## src/rtl/bitbakery_frame_sequencer.sv

```systemverilog
`default_nettype none
// ============================================================================
//  Module   : bitbakery_frame_sequencer
//  Purpose  : Packetiser between the BitBakery game core and a byte-level
//             UART transmitter. At the start of each frame it snapshots the
//             three status bytes and both 512-bit maps, then streams them as
//             a fixed 131-byte frame (one byte per UART handshake), waits a
//             programmable idle gap and starts over.
//  Ports    : clock, reset            - clock, async active-high reset
//             habilita                - allow a new frame (seen in OCIOSO)
//             D0, D1, D2              - status bytes (frame bytes 0..2)
//             map_obstacles           - obstacle bitmap (frame bytes 3..66)
//             map_objectives          - objective bitmap (frame bytes 67..130)
//             tx_pronto               - UART "byte sent" pulse
//             tx_dados, tx_partida    - byte to send and its start pulse
//             quadro_ativo            - frame in progress
//             fim_quadro              - frame completed normally (pulse)
//             erro_timeout            - sticky abort flag
//             db_indice, db_estado    - debug: byte index and state code
//  Revision : 1.0 - initial release
// ============================================================================
module bitbakery_frame_sequencer #(
    parameter int GAP_M     = 500000,
    parameter int GAP_N     = 20,
    parameter int TIMEOUT_M = 100000,
    parameter int TIMEOUT_N = 17
) (
    input  logic         clock,
    input  logic         reset,
    input  logic         habilita,
    input  logic [7:0]   D0,
    input  logic [7:0]   D1,
    input  logic [7:0]   D2,
    input  logic [511:0] map_obstacles,
    input  logic [511:0] map_objectives,
    input  logic         tx_pronto,
    output logic [7:0]   tx_dados,
    output logic         tx_partida,
    output logic         quadro_ativo,
    output logic         fim_quadro,
    output logic         erro_timeout,
    output logic [7:0]   db_indice,
    output logic [2:0]   db_estado
);

    typedef enum logic [2:0] {
        OCIOSO    = 3'd0,
        CAPTURA   = 3'd1,
        ENVIA     = 3'd2,
        ESPERA    = 3'd3,
        PROXIMO   = 3'd4,
        INTERVALO = 3'd5
    } state_t;

    localparam logic [7:0]           LAST_INDEX   = 8'd130;
    localparam logic [TIMEOUT_N-1:0] TIMEOUT_LAST = TIMEOUT_N'(TIMEOUT_M - 1);
    localparam logic [GAP_N-1:0]     GAP_LAST     = GAP_N'(GAP_M - 1);

    state_t                 state;
    state_t                 state_next;
    logic [7:0]             index;
    logic [7:0]             index_next;
    logic [TIMEOUT_N-1:0]   timeout_cnt;
    logic [GAP_N-1:0]       gap_cnt;
    logic                   timeout_hit;
    logic                   gap_done;
    logic                   last_byte;

    // Snapshot laid out so that frame byte k sits at bits [8k+7:8k]:
    // {objectives, obstacles, D2, D1, D0}. Map bytes therefore go out
    // LSB byte first without any further reordering.
    logic [1047:0]          snapshot;
    logic [7:0]             byte_next;

    assign index_next  = index + 8'd1;
    assign byte_next   = snapshot[{index_next, 3'b000} +: 8];
    assign timeout_hit = (timeout_cnt == TIMEOUT_LAST);
    assign gap_done    = (gap_cnt == GAP_LAST);
    assign last_byte   = (index == LAST_INDEX);

    assign db_indice   = index;
    assign db_estado   = state;

    // ------------------------------------------------------------------
    // State register
    // ------------------------------------------------------------------
    always_ff @(posedge clock or posedge reset) begin
        if (reset) begin
            state <= OCIOSO;
        end else begin
            state <= state_next;
        end
    end

    // ------------------------------------------------------------------
    // Next-state and Moore/Mealy control outputs
    // ------------------------------------------------------------------
    always_comb begin
        state_next   = OCIOSO;
        tx_partida   = 1'b0;
        quadro_ativo = 1'b0;
        fim_quadro   = 1'b0;
        case (state)
            OCIOSO: begin
                state_next = habilita ? CAPTURA : OCIOSO;
            end
            CAPTURA: begin
                quadro_ativo = 1'b1;
                state_next   = ENVIA;
            end
            ENVIA: begin
                quadro_ativo = 1'b1;
                tx_partida   = 1'b1;
                state_next   = ESPERA;
            end
            ESPERA: begin
                quadro_ativo = 1'b1;
                // A completion arriving on the last allowed cycle still
                // counts as a success, so tx_pronto is tested first.
                if (tx_pronto) begin
                    state_next = PROXIMO;
                end else if (timeout_hit) begin
                    state_next = INTERVALO;
                end else begin
                    state_next = ESPERA;
                end
            end
            PROXIMO: begin
                if (last_byte) begin
                    fim_quadro = 1'b1;
                    state_next = INTERVALO;
                end else begin
                    quadro_ativo = 1'b1;
                    state_next   = ENVIA;
                end
            end
            INTERVALO: begin
                state_next = gap_done ? OCIOSO : INTERVALO;
            end
            default: begin
                // Unused codes recover to idle.
                state_next = OCIOSO;
            end
        endcase
    end

    // ------------------------------------------------------------------
    // Datapath: snapshot, byte index, outgoing byte, counters, error flag
    // ------------------------------------------------------------------
    always_ff @(posedge clock or posedge reset) begin
        if (reset) begin
            snapshot     <= '0;
            index        <= '0;
            tx_dados     <= '0;
            timeout_cnt  <= '0;
            gap_cnt      <= '0;
            erro_timeout <= 1'b0;
        end else begin
            case (state)
                CAPTURA: begin
                    snapshot     <= {map_objectives, map_obstacles, D2, D1, D0};
                    index        <= '0;
                    erro_timeout <= 1'b0;
                    // tx_dados is loaded one cycle ahead of ENVIA so the
                    // byte is already stable while tx_partida is high.
                    // Byte 0 comes straight from D0, the same value being
                    // latched into the snapshot on this edge.
                    tx_dados     <= D0;
                end
                ENVIA: begin
                    timeout_cnt <= '0;
                end
                ESPERA: begin
                    if (tx_pronto) begin
                        timeout_cnt <= '0;
                    end else if (timeout_hit) begin
                        timeout_cnt  <= '0;
                        erro_timeout <= 1'b1;
                    end else begin
                        timeout_cnt <= timeout_cnt + 1'b1;
                    end
                end
                PROXIMO: begin
                    // The index stops at the last byte; it is only
                    // rewound by the next capture.
                    if (!last_byte) begin
                        index    <= index_next;
                        tx_dados <= byte_next;
                    end
                end
                INTERVALO: begin
                    if (gap_done) begin
                        gap_cnt <= '0;
                    end else begin
                        gap_cnt <= gap_cnt + 1'b1;
                    end
                end
                default: begin
                end
            endcase
        end
    end

endmodule
`default_nettype wire
```

## config.mk

```make
export PLATFORM = sky130hd
export DESIGN_NAME = bitbakery_frame_sequencer
export DESIGN_NICKNAME = d
export VERILOG_FILES = /design/src/rtl/bitbakery_frame_sequencer.sv
export SDC_FILE = /design/constraint.sdc
export NUM_CORES = 2
export LEC_CHECK = 0
export ABC_AREA = 1
export CORE_AREA = 2 2 418 420
export CTS_CLUSTER_DIAMETER = 80
export CTS_CLUSTER_SIZE = 30
export DETAILED_ROUTE_END_ITERATION = 8
export DIE_AREA = 0 0 420 422
export GPL_ROUTABILITY_DRIVEN = 1
export HOLD_SLACK_MARGIN = 0.08
export PLACE_DENSITY = 0.6
export RECOVER_POWER = 50
export SYNTH_ARGS = -nofsm -noshare
export SYNTH_HDL_FRONTEND = slang
export SYNTH_SLANG_ARGS = --single-unit
```

## constraint.sdc

```tcl
create_clock -name clock -period 38 [get_ports clock]
set_input_delay 5.7 -clock clock [delete_from_list [all_inputs] [get_ports clock]]
set_output_delay 5.7 -clock clock [all_outputs]
set_load 0.05 [all_outputs]
```

==> run summary <==
clock transition at the registers of the reported paths = 0.10 ns
top_reg_cell synth = dfrtp_1
worst slew margin relative to its limit = -2.538
detailed router's first-iteration violation count = 4759
Synth Instances = 7023
startpoint types = flop
cell with the most instances on the worst path = nand3_1
post-synth top area share = 0.5172
result of the run = finished with violations
Worst IR Drop VDD = 0.06873 mV
fraction of final layout cells sized beyond drive strength 1 = 0.03389
dpl cells = 10015
# H-tree levels = 3
buffer levels on the longest clock path = 3
area enclosed by the die boundary = 0.1772 mm2
type of the worst setup path = flop to flop
total negative slack = 0 ns
synthesized net count = 8079
number of stages on the worst hold path = 2
CTS tree = done
CTS root buf = clkbuf_16
CTS Buf Count = 72
routing layer with the top usage in global route = met2
Filler cells = 17739
max-slew violation count = 468
final number of setup-violating endpoints = 0
growth of design area from synthesis to finish = 27.83%
cell breakdown of the critical path = clkinvlp_2 -> ha_1 -> clkinvlp_2 -> clkbuf_1 -> clkbuf_1 -> nand3_1 -> nand3_1 -> nand3_1 -> nand3_1 -> nand3_1 -> nand3_1 -> nand3_1 -> nand2_1 -> nand2_1 -> nand2_1
combined area of the multi-input logic cells = 0.02057 mm2
port bufs = 1074
share of flip-flops with an asynchronous set or reset = 1.000
sequential area share after synthesis = 0.5172
Pleak = 0.03223 uW
clock latency at the later pin of the worst-skew pair = 0.73 ns
clk sink count = 1105
NumNets Final = 8820
pin count of the biggest net entering global routing = 296
period utilization = 0.4648
core region area = 0.1729 mm2
violated checks = capacitance limit, slew limit
global router's overall resource usage = 0.2391
Max Clock Skew = 0.05899 ns
global-route congestion overflow total = 0
Initial Utilization = 0.3093
sequential standard cell area = 0.02765 mm2
stage delay of the slowest cell on the critical path = 3.76 ns
overall die height = 422 um
gpl congestion = 0.9054
crit path max fanout = 99
via total after detailed routing = 49716
number of distinct library cell variants in the gate-level netlist after synthesis = 44
number of synthesized flops with an enable pin = 0
average cell area after synthesis = 7.612 um2
setup repair after global routing missed its margin = false
crit path capture type = flop
initial antenna violation count = 34
DRC errors left = 0
endpoint required time on the critical path = 38.63 ns
global-route wire length before repair = 316600 um
number of gates resized after CTS = 0
total half-perimeter wirelength after legalization and detailed placement = 155900 um
cell with the biggest individual delay on the critical path = clkinvlp_2
worst-margin pin slew = 5.306 ns
number of warnings printed during yosys synthesis = 0
number of buffers inserted by hold repair at cts = 0
vias in the first global route = 48415
most frequent cell after synthesis = nand2_1
post-CTS setup buffer count = 0
final WL = 218300 um
fraction of met3 tracks used by global routing = 0.02848
count of non-filler cells in the finished layout = 10176
netlist area before placement = 0.05346 mm2
row cnt = 153
time the worst path needs with I/O delays and setup = 17.66 ns
met1 demand-to-capacity share in global routing = 0.3031
Worst Slack Setup Final = 20.34 ns
leading area contributor after synthesis = dfrtp_1
arrival time worst endpoint = 18.29 ns
Min-Delay Path Class = flop to flop
Max Clk Rate = 0.05662 GHz
die width = 420 um
per-cell via count in the routed design = 4.886
remaining number of nets flagged by the antenna check after routing = 0
Worst Setup Slack post-DPL = 26.88 ns
Fin. Hold Viols = 0
commonest cells in the netlist = nand2_1, dfrtp_1, inv_1
logic depth of the worst register-to-register path = 15
post-synthesis register bit count = 1105
Max Cap Viol = 6
cell types with the largest area share after synthesis = dfrtp_1, nand2_1, nand3_1, o21ai_0, inv_1
1st-pass router iterations = 5
PD cells = 80.50 mW/mm2
grt met2 use = 0.4016
routed wirelength normalized by instance count = 21.46 um
I/O pin count = 1075
-- stage by stage --
| stage | util | hold slack (ns) | power, uW | area, um2 |
|---|---|---|---|---|
| after floorplan | - | 0.4338 | 3744 | 53460 |
| after global placement | 0.3797 | 0.4466 | 4559 | 65640 |
| after detailed placement | 0.3797 | 0.4499 | 4623 | 65640 |
| after CTS | 0.3952 | 0.4718 | 5549 | 68310 |
| after global routing | 0.3952 | 0.4911 | 5954 | 68320 |
| final | 0.3953 | 0.4699 | 5501 | 68340 |
-- worst max-delay path, delay by kind of cell (launching register included) --
kind | cells | cell delay, ns
adder cells (fa/ha/maj) | 1 | 3.00
AND/OR/NAND/NOR | 10 | 1.99
buffers and inverters | 4 | 10.99
flip-flops | 1 | 1.16
-- placed cells by master, fill, tap and decap left out, drive strengths merged, types with 2 or more instances in the layout --
cell type	instances
buf	52
clkdlybuf4s50	24
nor4	7
ha	4
o31ai	2
dlygate4sd3	1050
o21ai	791
diode	31
a21oi	20
nand2	2533
a31oi	2
or2	59
inv	854
a22o	2
clkbuf	81
dfrtp	1105
nor3	13
o211ai	176
xor2	17
clkinv	33
o22ai	11
nor2	145
nand3	815
nand4	14
clkinvlp	3
-- routing by layer --
| metal | wire length, um | up-vias | part of all wire |
|---|---|---|---|
| met5 | 66 | - | 0.00030 |
| met4 | 11220 | 10 | 0.051 |
| met3 | 12180 | 366 | 0.056 |
| met2 | 106600 | 1784 | 0.49 |
| met1 | 88280 | 24007 | 0.40 |
| li1 | - | 23549 | - |
-- cells by family (layout without fill, tap and decap cells) --
family	Yosys count	count (layout)	synth area share
fa+ha+maj	4	4	0.0009362
simple gates	3586	3586	0.2758
buf+inv	1300	2097	0.09869
xor+xnor	18	18	0.003581
compound gates	1010	1010	0.1038
other cells	0	31	0
flops	1105	1105	0.5172
-- registers in the layout, indices dropped and copies added (netlist names) --
signal,cells
gap_cnt,20
snapshot,1048
db_indice,8
db_estado,3
tx_dados,8
erro_timeout,1
timeout_cnt,17
-- area by class of cell --
class | count | share of cell area
clock buffers | 79 | 0.02763
inverters | 839 | 0.04628
diodes | 31 | 0.001135
well taps | 2325 | 0.04257
multi-input cells | 4618 | 0.3011
flip-flops and latches | 1105 | 0.4046
repair buffers | 1128 | 0.1653
clock inverters | 51 | 0.01139
-- power by group --
group	total, uW	leakage [uW]	internal (uW)	switching, uW
registers	1940	0.0137	1740	201
logic	2640	0.0173	812	1830
clock network	918	0.00128	400	518
total	5500	0.0322	2950	2550
-- path summary, 6_finish.rpt --
kind,startpoint,end,slack (ns)
hold / removal,snapshot[287],snapshot[287],0.47
setup / recovery,db_indice[0],tx_dados[2],20.34
setup reg to reg,db_indice[0],tx_dados[2],20.34
min in group asynchronous,reset,snapshot[640],7.02
hold reg to reg,snapshot[287],snapshot[287],0.47
max in group asynchronous,reset,snapshot[250],25.54
Power figures use the tool's default switching activity.
